--- src/rtl/seq_alu_pkg.sv ---
// Shared encodings for the sequential ALU and the ALU control decoder.
// Build option: SEQ_ALU_HI_EN exposes the upper product / remainder as result_hi.
package seq_alu_pkg;

  localparam logic [2:0] ALU_ADD = 3'b000;
  localparam logic [2:0] ALU_SUB = 3'b001;
  localparam logic [2:0] ALU_MUL = 3'b010;
  localparam logic [2:0] ALU_DIV = 3'b011;
  localparam logic [2:0] ALU_AND = 3'b100;
  localparam logic [2:0] ALU_OR  = 3'b101;
  localparam logic [2:0] ALU_SLT = 3'b110;
  localparam logic [2:0] ALU_ILL = 3'b111;

  localparam logic [1:0] S_IDLE = 2'd0;
  localparam logic [1:0] S_BUSY = 2'd1;
  localparam logic [1:0] S_DONE = 2'd2;

  // Ops that need the iterative datapath; divide-by-zero short-circuits.
  function automatic logic is_iter_op(input logic [2:0] op, input logic b_zero);
    return (op == ALU_MUL) || ((op == ALU_DIV) && !b_zero);
  endfunction

endpackage

--- src/rtl/seq_alu_iter.sv ---
// Shared shift-add multiply / restoring unsigned divide datapath, one step per enable.
// Build option: SEQ_ALU_HI_EN exports the accumulator (upper product / remainder).
module seq_alu_iter
  import seq_alu_pkg::*;
#(
  parameter int unsigned WIDTH = 32
) (
  input  logic             clk,
  input  logic             rst,
  input  logic             load,
  input  logic             step,
  input  logic             mode_div,
  input  logic [WIDTH-1:0] a,
  input  logic [WIDTH-1:0] b,
`ifdef SEQ_ALU_HI_EN
  output logic [WIDTH-1:0] acc_nxt_c,
`endif
  output logic [WIDTH-1:0] lo_nxt_c
);

  logic [WIDTH-1:0] acc, lo, m;
  logic [WIDTH-1:0] acc_nxt, lo_nxt;
  logic [WIDTH:0]   sum, rem_sh, diff;

  // MUL: {acc,lo} shifts right with conditional add. DIV: {acc,lo} shifts left with trial subtract.
  always_comb begin
    sum     = {1'b0, acc} + {1'b0, m};
    rem_sh  = {acc, lo[WIDTH-1]};
    diff    = rem_sh - {1'b0, m};
    acc_nxt = acc;
    lo_nxt  = lo;
    if (mode_div) begin
      if (!diff[WIDTH]) begin
        acc_nxt = diff[WIDTH-1:0];
        lo_nxt  = {lo[WIDTH-2:0], 1'b1};
      end else begin
        acc_nxt = rem_sh[WIDTH-1:0];
        lo_nxt  = {lo[WIDTH-2:0], 1'b0};
      end
    end else if (lo[0]) begin
      acc_nxt = sum[WIDTH:1];
      lo_nxt  = {sum[0], lo[WIDTH-1:1]};
    end else begin
      acc_nxt = {1'b0, acc[WIDTH-1:1]};
      lo_nxt  = {acc[0], lo[WIDTH-1:1]};
    end
  end

  always_ff @(posedge clk) begin
    if (rst) begin
      acc <= '0;
      lo  <= '0;
      m   <= '0;
    end else if (load) begin
      acc <= '0;
      lo  <= a;
      m   <= b;
    end else if (step) begin
      acc <= acc_nxt;
      lo  <= lo_nxt;
    end
  end

  assign lo_nxt_c = lo_nxt;
`ifdef SEQ_ALU_HI_EN
  assign acc_nxt_c = acc_nxt;
`endif

endmodule

--- src/rtl/seq_alu.sv ---
// Multi-cycle execute-stage ALU with start/ready/done handshake.
// Build option: SEQ_ALU_HI_EN adds result_hi (upper product / remainder).
module seq_alu
  import seq_alu_pkg::*;
#(
  parameter int unsigned WIDTH = 32
) (
  input  logic             clk,
  input  logic             rst,
  input  logic             start,
  input  logic [2:0]       aluop,
  input  logic [WIDTH-1:0] a,
  input  logic [WIDTH-1:0] b,
  output logic             ready,
  output logic             done,
  output logic [WIDTH-1:0] result,
  output logic             zero,
  output logic             div_by_zero,
  output logic             illegal
`ifdef SEQ_ALU_HI_EN
  ,
  output logic [WIDTH-1:0] result_hi
`endif
);

  localparam int unsigned CNT_W = $clog2(WIDTH) + 1;

  logic [1:0]       state, state_nxt;
  logic [CNT_W-1:0] cnt, cnt_nxt;
  logic [2:0]       op_q, op_nxt;
  logic [WIDTH-1:0] result_nxt;
  logic             zero_nxt, dbz_nxt, ill_nxt;
  logic             load_c, step_c, mode_div_c;
  logic [WIDTH-1:0] lo_nxt_c;
`ifdef SEQ_ALU_HI_EN
  logic [WIDTH-1:0] acc_nxt_c;
  logic [WIDTH-1:0] hi_nxt;
`endif

  assign mode_div_c = (op_q == ALU_DIV);

  seq_alu_iter #(.WIDTH(WIDTH)) u_iter (
    .clk      (clk),
    .rst      (rst),
    .load     (load_c),
    .step     (step_c),
    .mode_div (mode_div_c),
    .a        (a),
    .b        (b),
`ifdef SEQ_ALU_HI_EN
    .acc_nxt_c(acc_nxt_c),
`endif
    .lo_nxt_c (lo_nxt_c)
  );

  // Next state, counter and result/flag values; results change only on DONE entry.
  always_comb begin
    state_nxt  = state;
    cnt_nxt    = cnt;
    op_nxt     = op_q;
    result_nxt = result;
    dbz_nxt    = div_by_zero;
    ill_nxt    = illegal;
    load_c     = 1'b0;
    step_c     = 1'b0;
`ifdef SEQ_ALU_HI_EN
    hi_nxt     = result_hi;
`endif
    case (state)
      S_IDLE: begin
        if (start && ready) begin
          op_nxt = aluop;
          if (is_iter_op(aluop, b == '0)) begin
            load_c    = 1'b1;
            cnt_nxt   = CNT_W'(WIDTH);
            state_nxt = S_BUSY;
          end else begin
            state_nxt = S_DONE;
            dbz_nxt   = 1'b0;
            ill_nxt   = 1'b0;
`ifdef SEQ_ALU_HI_EN
            hi_nxt    = '0;
`endif
            case (aluop)
              ALU_ADD: result_nxt = a + b;
              ALU_SUB: result_nxt = a - b;
              ALU_AND: result_nxt = a & b;
              ALU_OR:  result_nxt = a | b;
              ALU_SLT: result_nxt = WIDTH'($signed(a) < $signed(b));
              ALU_DIV: begin
                result_nxt = '1;
                dbz_nxt    = 1'b1;
`ifdef SEQ_ALU_HI_EN
                hi_nxt     = a;
`endif
              end
              default: begin
                result_nxt = '0;
                ill_nxt    = 1'b1;
              end
            endcase
          end
        end
      end
      S_BUSY: begin
        step_c  = 1'b1;
        cnt_nxt = cnt - CNT_W'(1);
        if (cnt == CNT_W'(1)) begin
          state_nxt  = S_DONE;
          result_nxt = lo_nxt_c;
          dbz_nxt    = 1'b0;
          ill_nxt    = 1'b0;
`ifdef SEQ_ALU_HI_EN
          hi_nxt     = acc_nxt_c;
`endif
        end
      end
      S_DONE:  state_nxt = S_IDLE;
      default: state_nxt = S_IDLE;
    endcase
    zero_nxt = (result_nxt == '0);
  end

  always_ff @(posedge clk) begin
    if (rst) begin
      state       <= S_IDLE;
      cnt         <= '0;
      op_q        <= ALU_ADD;
      ready       <= 1'b1;
      done        <= 1'b0;
      result      <= '0;
      zero        <= 1'b1;
      div_by_zero <= 1'b0;
      illegal     <= 1'b0;
`ifdef SEQ_ALU_HI_EN
      result_hi   <= '0;
`endif
    end else begin
      state       <= state_nxt;
      cnt         <= cnt_nxt;
      op_q        <= op_nxt;
      ready       <= (state_nxt == S_IDLE);
      done        <= (state_nxt == S_DONE);
      result      <= result_nxt;
      zero        <= zero_nxt;
      div_by_zero <= dbz_nxt;
      illegal     <= ill_nxt;
`ifdef SEQ_ALU_HI_EN
      result_hi   <= hi_nxt;
`endif
    end
  end

endmodule
--- config.mk ---
export PLATFORM = sky130hd
export DESIGN_NAME = seq_alu
export DESIGN_NICKNAME = d
export VERILOG_FILES = /design/src/rtl/seq_alu_pkg.sv /design/src/rtl/seq_alu_iter.sv /design/src/rtl/seq_alu.sv
export SDC_FILE = /design/constraint.sdc
export NUM_CORES = 1
export LEC_CHECK = 0
export CORE_ASPECT_RATIO = 0.9
export CORE_MARGIN = 3
export CORE_UTILIZATION = 40
export CTS_CLUSTER_DIAMETER = 60
export DETAILED_ROUTE_END_ITERATION = 10
export SETUP_SLACK_MARGIN = 0.2
export SLEW_MARGIN = 20
export SYNTH_ARGS = -nofsm -noshare
export SYNTH_HDL_FRONTEND = slang
export SYNTH_SLANG_ARGS = --single-unit
--- constraint.sdc ---
create_clock -name clk -period 4.3 [get_ports clk]
set_input_delay 1.29 -clock clk [delete_from_list [all_inputs] [get_ports clk]]
set_output_delay 1.29 -clock clk [all_outputs]
set_load 0.05 [all_outputs]
==> flow_summary.toml, run 1 <==
[clock_network]
count_of_clock_tree_sinks = 144
clk_buf_depth = 2
cts_inserted_buffers = 17
clkTransAtPathRegs_ns = 0.06
cts_root_buf = "sky130_fd_sc_hd__clkbuf_16"
h-tree-depth = 4
clock_tree_from_tritoncts = "yes"
clk-insertion-delay-late_ns = 0.45
holdBufCountCts = 0

[setup_path]
r2r-start = "u_iter.lo[31]"
ff2ff_setup_slack_ns = 0.39
worstSetupStartpoint = "b[0]"
timing.critical_path.depth = 23
critical_path.n_buffers_inverters = 16
worst_path_dominant_cell_family = "buffers and inverters"
critical-path-slowest-cell = "sky130_fd_sc_hd__nor4b_4"
sort_of_element_at_the_end_of_the_critical_path = "flop"
r2r-end = "u_iter.acc[4]"
ff2ff_path_depth = 18
worstPathArrival_ns = 4.60
critical_path.most_common_cell = "sky130_fd_sc_hd__buf_4"
type_of_element_launching_the_critical_path = "primary input"
critical_path_peak_fanout = 5
critical_path.max_stage_delay_ns = 0.40
crit_path_cell_trace = "buf_6 > buf_8 > buf_6 > nor4b_4 > buf_4 > nand3_4 > buf_6 > nor4b_4 > buf_4 > o21ai_4 > buf_12 > o21ai_4 > a31oi_4 > buf_6 > buf_4 > buf_4 > buf_4 > buf_4 > buf_4 > buf_4 > buf_4 > buf_4 > nor2_1"
crit_path_end = "result[11]"
critPathRequiredTime_ns = 4.67
criticalPathCategory = "primary input to flop"

[timing]
worst-slew-pin-transition_ns = 0.930
timing.final.crit_share_pct = 98.3
hold-worst-slack_ns = 0.464
report.final.slew_viol_count = 0
fmax_ghz = 0.237
minimum_clock_period_ns = 4.23
skew_ns = 0.00997
finalWorstSetupSlack_ns = 0.0731
finalHoldViolCount = 0
normalized_max_slew_margin_pct = 38.0
timing.final.setup_violations = 0
grt_setup_unrepaired = "true"

[global_routing]
grt_antenna_before_repair = 0
grt_pass1_vias = 16800
grt_first_pass_wirelength_um = 95300
grt_resource_usage_total_pct = 30.4
grt_overflow = 0
pin_count_of_the_biggest_net_entering_global_routing = 81

[yosys]
async_reset_ff_share_pct = 0
postSynthNetCount = 2321
number_of_different_library_cells_in_the_post_synthesis_netlist = 84
synth_seq_area_share_pct = 19.4
yosys_warnings = 0
synth-edff-count = 0
synth_area_mm2 = 0.0148
synth.avg_cell_area_um2 = 7.12
synth_top_flop_cell = "sky130_fd_sc_hd__dfxtp_1"
ys_ff_latch = 144
netlist_instances = 2084

[layout]
antennaDiodeCount = 0
most_common_cell_after_layout_fill_and_taps_aside = "sky130_fd_sc_hd__buf_4"
final_area_mm2 = 0.0213
num-fill-cells = 3434
layout-area-overhead-vs-synth_pct = 43.7
mostFrequentLayoutCells = "394 x sky130_fd_sc_hd__buf_4, 262 x sky130_fd_sc_hd__nand2_1, 208 x sky130_fd_sc_hd__a21oi_1"
final_nets = 2752
finalNonFillerCells = 3004
drive_gt1_share_pct = 28.4

[floorplan]
die_width_um = 209
top_level_ports = 107
chipHeight_um = 189
initial_core_util_pct = 40.8
fp.dieArea_mm2 = 0.0395
design.core.area_mm2 = 0.0364
num_rows = 66

[placement]
gpl.final_weighted_congestion = 0.942
placed_cells = 2910
dp_hpwl_um = 47000
place.port_buffers = 106
placement.setup.worst_slack_ns = -1.36
place_area_mm2 = 0.0190

[drt]
route.antenna.remaining_nets = 0
drt-initial-drc-count = 1706
dr_total_vias = 17500
viasPerCell = 5.82
drc = 0
totalWireLength_um = 61600
drt_first_pass_iters = 6
detail_route.wl_per_cell_um = 20.5

[run]
drv_cap = 0

[status]
outcome = "complete, no violations"

[power]
worst_ir_drop_vdd_uv = 266
leak_pwr_uw = 0.00943
power_per_cell_area_mw_per_mm2 = 268
post-layout-total-power_uw = 5710

[hold_path]
hold_path.class = "flop to flop"
kinds of logic after synthesis:
family	after synthesis	synth area share (%)
buf+inv	270	7.03
xor+xnor	68	4.06
fa+ha+maj	167	14.3
compound gates	705	31.1
simple gates	679	20.7
mux	51	3.49
flops	144	19.4
worst min-delay path, delay by kind of cell, from the launching register on:
family          cells  cell delay (ns)
flops               1             0.31
simple gates        1             0.05
compound gates      1             0.05
synth_stat cells (8+ instances only):
cell type | n | area share [%]
sky130_fd_sc_hd__a221oi_1 | 16 | 0.94
sky130_fd_sc_hd__buf_2 | 8 | 0.27
sky130_fd_sc_hd__nand4_1 | 12 | 0.51
sky130_fd_sc_hd__a21o_1 | 40 | 2.0
sky130_fd_sc_hd__nor3_1 | 45 | 1.5
sky130_fd_sc_hd__nand2b_1 | 24 | 1.0
sky130_fd_sc_hd__o211ai_1 | 49 | 2.5
sky130_fd_sc_hd__o31ai_1 | 14 | 0.71
sky130_fd_sc_hd__and2_1 | 9 | 0.38
sky130_fd_sc_hd__o21ai_0 | 123 | 4.1
sky130_fd_sc_hd__nor2_1 | 179 | 4.5
sky130_fd_sc_hd__o221ai_1 | 12 | 0.71
sky130_fd_sc_hd__buf_1 | 13 | 0.33
sky130_fd_sc_hd__nor2b_1 | 32 | 1.3
sky130_fd_sc_hd__or3_1 | 10 | 0.42
sky130_fd_sc_hd__or2_2 | 14 | 0.59
sky130_fd_sc_hd__nor4_1 | 15 | 0.63
sky130_fd_sc_hd__clkbuf_1 | 97 | 2.5
sky130_fd_sc_hd__nand3_1 | 41 | 1.4
sky130_fd_sc_hd__a311oi_1 | 9 | 0.53
sky130_fd_sc_hd__a31oi_1 | 24 | 1.0
sky130_fd_sc_hd__and3_1 | 9 | 0.38
sky130_fd_sc_hd__inv_1 | 145 | 3.7
sky130_fd_sc_hd__xor2_1 | 24 | 1.4
sky130_fd_sc_hd__dfxtp_1 | 144 | 19
sky130_fd_sc_hd__nand2_1 | 266 | 6.7
sky130_fd_sc_hd__o311ai_0 | 8 | 0.47
sky130_fd_sc_hd__xnor2_1 | 43 | 2.5
sky130_fd_sc_hd__a21oi_1 | 229 | 7.7
sky130_fd_sc_hd__o21a_1 | 11 | 0.56
sky130_fd_sc_hd__o21bai_1 | 16 | 0.81
sky130_fd_sc_hd__a22oi_1 | 23 | 1.2
sky130_fd_sc_hd__a211oi_1 | 33 | 1.7
sky130_fd_sc_hd__a211o_1 | 9 | 0.53
sky130_fd_sc_hd__o22ai_1 | 12 | 0.51
sky130_fd_sc_hd__mux2i_1 | 45 | 3.0
sky130_fd_sc_hd__ha_1 | 163 | 14
worst min-delay path by stage:
| stage | from | end | slack [ns] | depth (start not counted) |
|---|---|---|---|---|
| 3_5_place_dp | op_q[1] | op_q[1] | 0.45 | 2 |
| 4_1_cts | op_q[1] | op_q[1] | 0.46 | 2 |
| 2_1_floorplan | cnt[5] | cnt[5] | 0.43 | 1 |
| 6_report | op_q[1] | op_q[1] | 0.46 | 2 |
| 5_1_grt | op_q[1] | op_q[1] | 0.48 | 2 |
| 3_3_place_gp | cnt[5] | cnt[5] | 0.44 | 1 |
what timing repair did:
| item | in CTS | in global routing |
|---|---|---|
| resized for setup | 252 | 140 |
| buffers inserted | 35 | 27 |
| pin swaps | 80 | 58 |
| endpoints found under the setup margin | 42 | 35 |
metal layers:
metal	global-route usage (%)	vias to the layer above	part of all wire (%)
li1	-	8354	-
met1	42.5	8384	46
met2	47.2	664	44
met3	5.53	95	7.0
met4	10.0	0	2.9
met5	0	-	0
state kept, by name (all words and copies together), names as in the netlist:
register	flops
result	32
u_iter.acc	32
u_iter.lo	32
u_iter.m	32
cnt	6
op_q	3
state	2
div_by_zero	1
done	1
illegal	1
ready	1
zero	1
power breakdown:
| part | internal (uW) | leakage (uW) | switching, uW |
|---|---|---|---|
| registers | 1390 | 0.00117 | 68.2 |
| clock network | 980 | 0.000300 | 676 |
| logic | 1190 | 0.00796 | 1400 |
| total | 3560 | 0.00943 | 2150 |
per-stage QoR:
step / util [%] / setup TNS (ns)
3_5_place_dp: 52.3 / -38.88
6_report: 58.6 / 0
4_1_cts: 56.9 / 0
3_3_place_gp: 52.3 / -46.51
2_1_floorplan: - / 0
5_1_grt: 58.6 / -0.108
area by class of cell:
type,count,area (um^2),area share (%)
Multi-Input combinational cell,1670,12100,56.9
Timing Repair Buffer,535,4520,21.2
Sequential cell,144,2880,13.5
Clock inverter,15,209,0.979
Inverter,147,574,2.69
Tap cell,476,596,2.79
Clock buffer,17,425,1.99
Note: power is estimated with default switching activity, not from simulation.
==> inputs of run 2 (changes only) <==
HOLD_SLACK_MARGIN = 0.06   (was default)
==> results of run 2 <==
Final layout, timing and power as in run 1 (identical DEF).
